==> src/rtl/demux_pkg.sv <==
// demux_sched shared definitions.
// Channel count, select width, FSM states, one-hot helper.
package demux_pkg;

  localparam int N  = 4;
  localparam int SW = 2;

  typedef enum logic {
    EMPTY = 1'b0,
    FULL  = 1'b1
  } st_e;

  function automatic logic [N-1:0] onehot(
    input logic [SW-1:0] sel
  );
    logic [N-1:0] r;
    r      = '0;
    r[sel] = 1'b1;
    return r;
  endfunction

endpackage

==> src/rtl/rr_ptr_ctr.sv <==
// Round-robin destination pointer.
// Modulo-4 counter, advances on inc_i.
module rr_ptr_ctr
  import demux_pkg::*;
(
  input  logic          clk,
  input  logic          rst_n,
  input  logic          inc_i,
  output logic [SW-1:0] ptr_o
);

  logic [SW-1:0] ptr_q;
  logic [SW-1:0] ptr_d;

  // Next pointer: natural 2-bit wrap gives 3 -> 0.
  always_comb begin
    ptr_d = ptr_q;
    if (inc_i) ptr_d = ptr_q + 1'b1;
  end

  // Pointer register with synchronous reset.
  always_ff @(posedge clk) begin
    if (!rst_n) ptr_q <= '0;
    else        ptr_q <= ptr_d;
  end

  assign ptr_o = ptr_q;

endmodule

==> src/rtl/demux_sched.sv <==
// 1-to-4 demux sequencer: registered word, one-hot valid.
// Direct or round-robin destination, AXI-like output hold.
module demux_sched
  import demux_pkg::*;
#(
  parameter int W = 8
) (
  input  logic          clk,
  input  logic          rst_n,
  input  logic          En,
  input  logic          mode,
  input  logic [W-1:0]  d,
  input  logic [SW-1:0] s,
  input  logic          in_valid,
  output logic          in_ready,
  output logic [W-1:0]  o,
  output logic [N-1:0]  o_valid,
  input  logic [N-1:0]  o_ready,
  output logic [SW-1:0] rr_ptr,
  output logic [7:0]    cnt
);

  st_e           st_q, st_d;
  logic [W-1:0]  o_q, o_d;
  logic [N-1:0]  ov_q, ov_d;
  logic [7:0]    cnt_q, cnt_d;
  logic          rdy;
  logic          acc;
  logic          dlv;
  logic [SW-1:0] dst;
  logic [SW-1:0] ptr;

  // Only the destination's ready bit matters; others are masked off.
  assign dlv = (st_q == FULL) & (|(ov_q & o_ready));
  assign acc = in_valid & rdy;
  assign dst = mode ? ptr : s;

  rr_ptr_ctr u_rr (
    .clk   (clk),
    .rst_n (rst_n),
    .inc_i (acc & mode),
    .ptr_o (ptr)
  );

  // FSM state register.
  always_ff @(posedge clk) begin
    if (!rst_n) st_q <= EMPTY;
    else        st_q <= st_d;
  end

  // FSM next state: a delivery with a refill stays FULL.
  always_comb begin
    st_d = st_q;
    unique case (st_q)
      EMPTY: if (acc) st_d = FULL;
      FULL:  if (dlv && !acc) st_d = EMPTY;
    endcase
  end

  // FSM output: accept when empty or when the held word leaves now.
  always_comb begin
    rdy = 1'b0;
    unique case (st_q)
      EMPTY: rdy = En;
      FULL:  rdy = En & dlv;
    endcase
    rdy = rdy & rst_n;
  end

  // Datapath next values: load on accept, drop valid on drain.
  always_comb begin
    o_d   = o_q;
    ov_d  = ov_q;
    cnt_d = cnt_q;
    if (acc) begin
      o_d  = d;
      ov_d = onehot(dst);
    end else if (dlv) begin
      ov_d = '0;
    end
    if (dlv) cnt_d = cnt_q + 8'd1;
  end

  // Datapath registers; reset drops any held word uncounted.
  always_ff @(posedge clk) begin
    if (!rst_n) begin
      o_q   <= '0;
      ov_q  <= '0;
      cnt_q <= '0;
    end else begin
      o_q   <= o_d;
      ov_q  <= ov_d;
      cnt_q <= cnt_d;
    end
  end

  assign in_ready = rdy;
  assign o        = o_q;
  assign o_valid  = ov_q;
  assign rr_ptr   = ptr;
  assign cnt      = cnt_q;

endmodule

==> config.mk <==
export PLATFORM = sky130hd
export DESIGN_NAME = demux_sched
export DESIGN_NICKNAME = d
export VERILOG_FILES = /design/src/rtl/demux_pkg.sv /design/src/rtl/rr_ptr_ctr.sv /design/src/rtl/demux_sched.sv
export SDC_FILE = /design/constraint.sdc
export NUM_CORES = 1
export LEC_CHECK = 0
export CAP_MARGIN = 40
export CORE_MARGIN = 5
export CORE_UTILIZATION = 30
export DETAILED_ROUTE_END_ITERATION = 8
export GPL_TIMING_DRIVEN = 0
export SETUP_SLACK_MARGIN = 0.4
export SYNTH_ARGS = -nofsm -noshare
export SYNTH_HDL_FRONTEND = slang
export SYNTH_HIERARCHICAL = 1
export SYNTH_SLANG_ARGS = --single-unit
export TNS_END_PERCENT = 30
==> constraint.sdc <==
create_clock -name clk -period 3 [get_ports clk]
set_input_delay 0.6 -clock clk [delete_from_list [all_inputs] [get_ports clk]]
set_output_delay 0.6 -clock clk [all_outputs]
set_load 0.1 [all_outputs]
==> metrics <==
Leakage 0.000734 µW; CP startpoint kind primary input; total setup buffers inserted after CTS 0; max_cap viols 0; Vias 1153; fin area 1950 µm²; commonest cells after routing, fill and taps aside 39 x clkdlybuf4s50_1, 20 x buf_8, 19 x dfxtp_1, 14 x nand2_1, 13 x nand3_1; final count of negative-setup-slack endpoints 0; sequential area share after synthesis 0.428; antenna cells 0; area delta synth->final 81.6%; later-pin clock latency in the skew report 0.33 ns; Netlist cell types 30; Slew @ Worst Pin 0.409 ns; max_slew headroom 0.727; Critical Path Sink Type output port; fin crit period 2.39 ns; most common cell after layout, fill and taps aside clkdlybuf4s50_1; Net Count, Synth 138; worst stage delay on the critical path 0.46 ns; fin nets 206; Top Ports 42; Yosys top cell area share 0.428; kind of critical path in -> out; fin. max-slew vios 0; DP Cell Count 228; ANT nets after route 0; Hold Fails Final Rpt 0; vias in the first global route 1165; Clk pwr share 0.233; worst r2r path cells 6; drt first pass iters 4; switching power 213 µW; top cells by area, synth dfxtp_1 43%, nand3_1 6.0%, nand2_1 4.9%; Tot GR Track Use 0.140; die area 4880 µm²; cell taking the most area after synthesis dfxtp_1; critical path's slowest cell clkdlybuf4s50_1; Clk pin slew, worst setup/hold paths 0.14 ns; Switching Share 0.327; Max Clk Rate 419 MHz; Avg Cell Area, Syn 9.12 µm²; Post-Layout Cell Count 231; post-layout utilization of the core 0.572; total gr overflow 0; vias per cell 4.99; CTS H-Tree Depth 1; number of synthesized register bits 23; Final Skew 0.00962 ns; setup TNS 0 ns; Placer Congestion 0.769; Port Buffer Count 41; crit path DAT 1.79 ns; Buf/Inv on CP 2; CTS Root Cell clkbuf_4; die width 69.9 µm; placed cell areas 1920 µm²; crit share post-route 0.796; Core Area 3420 µm²; Pwr Density 334 nW/µm²; worst min-delay path class reg -> reg; TritonCTS clock tree built; r2r setup slk 1.36 ns; Seq pwr share 0.494; WL/cell 14.3 µm; drt drc 0; first-pass GRT wire length 5.58 mm; yosys warns 6; routed length on met2 1.61 mm; Largest delay share family, worst path buffers and inverters; Worst Path Required 2.40 ns; RSZ-0062 raised after global routing no; Total Wirelength 3.31 mm; DRT met1 WL 1.49 mm; status finished clean; Hold Path Depth 2; Num CTS Buffers 3; fraction of layout cells with a size suffix above 1 0.222; CP Cell Sequence clkdlybuf4s50_1 -> a22oi_2 -> nand3_1 -> and3_1 -> buf_12; Int Pwr 439 µW; Rows 21; Logic pwr share 0.273; VDD IR max 224 µV; worst flop-to-flop path startpoint o_valid[2]; Critical R2R Capture u_rr/ptr_o[0]; Top Metal Used met4; Starting Density 0.315; Cell Area, Synth 1080 µm²; Final Total Pwr 652 µW; Hold Path Sink o[1]; CTS max path bufs 2; Clock Sinks 23; initial DRC count 52; hold_sp o[1]; initial antenna violation count 0; Met3 Wirelength 153 µm; critical path peak fanout 2; Post-Synthesis Cells 118; pin count of the biggest net entering global routing 14; post-DP HPWL 2.51 mm; Die Ht 69.9 µm; Layout fillers 282
## final cells by class
class / instances / area (µm²) / share of cell area
well taps: 46 / 57.6 / 0.0294
repair buffers: 63 / 777 / 0.398
inverters: 3 / 11.3 / 0.00576
flip-flops and latches: 23 / 465 / 0.238
clock inverters: 1 / 5.00 / 0.00256
multi-input cells: 86 / 583 / 0.298
plain buffers: 6 / 32.5 / 0.0166
clock buffers: 3 / 22.5 / 0.0115
## per-stage QoR
stage	setup slack, ns	hold WS (ns)
finish	0.611	0.471
global route	0.572	0.505
CTS	0.624	0.476
detailed placement	-0.262	0.459
global placement	-0.716	0.444
floorplan	0.624	0.536
## logic make-up (layout without fill, tap and decap cells)
logic type | count (synthesis) | after routing | synth area share
fa+ha+maj | 1 | 1 | 0.0116
flops | 23 | 23 | 0.428
xor+xnor | 3 | 3 | 0.0244
compound gates | 34 | 34 | 0.256
buf+inv | 9 | 76 | 0.0395
mux | 2 | 2 | 0.0186
simple gates | 46 | 46 | 0.222
## power by group through the flow
stage / clock (µW) / combinational, µW / sequential [µW]
detailed placement: 0 / 178 / 328
CTS: 155 / 179 / 322
finish: 152 / 178 / 322
floorplan: 0 / 36.6 / 383
global placement: 0 / 144 / 328
global route: 169 / 187 / 324
## cell usage after synthesis
master    number
ha_1           1
mux2i_1        2
a31oi_1        1
nand3_1       13
nand2b_1       5
a21boi_1       2
and2_1         3
a21boi_0       1
a22oi_1        2
clkbuf_1       4
or2_2          1
inv_1          3
a32oi_1        4
dfxtp_1       23
o41ai_1        1
o32ai_1        4
xnor2_1        2
buf_6          1
buf_2          1
o21ai_0        8
o21ai_4        1
nor2b_1        5
or4_1          2
and3_1         3
xor2_1         1
nand2_1       14
o211ai_1       3
a22o_4         2
o31ai_1        4
o311ai_0       1
## what timing repair did
action                                 in CTS  in global routing
hold buffers                                0                  0
endpoints found under the hold margin       0                  0
resized for setup                           7                  0
setup endpoints to repair                   1                  0
## state kept, by name, summed over array words and instances (netlist names)
name        flops
cnt             8
o               8
o_valid         4
st_q            1
u_rr/ptr_o      2
## worst max-delay path by stage
stage,startpoint,to,depth (start not counted)
2_1_floorplan,o_valid[2],in_ready,3
3_3_place_gp,rst_n,in_ready,4
3_5_place_dp,rst_n,in_ready,5
4_1_cts,o_ready[2],in_ready,5
5_1_grt,o_ready[2],in_ready,5
6_report,o_ready[2],in_ready,5
## worst reg2reg max path: cells and delay by family, from the launching register on
family	cells	cell delay [ns]
flip-flops	1	0.39
AND/OR/NAND/NOR	2	0.37
buffers and inverters	1	0.28
XOR/XNOR	1	0.07
AO/OA/AOI/OAI	2	0.43
## metal layers
metal / vias to the layer above / GRT usage
li1: 574 / -
met1: 547 / 0.169
met2: 27 / 0.231
met3: 5 / 0.0316
met4: 0 / 0.0745
met5: - / 0
(Power assumes the default switching activity.)
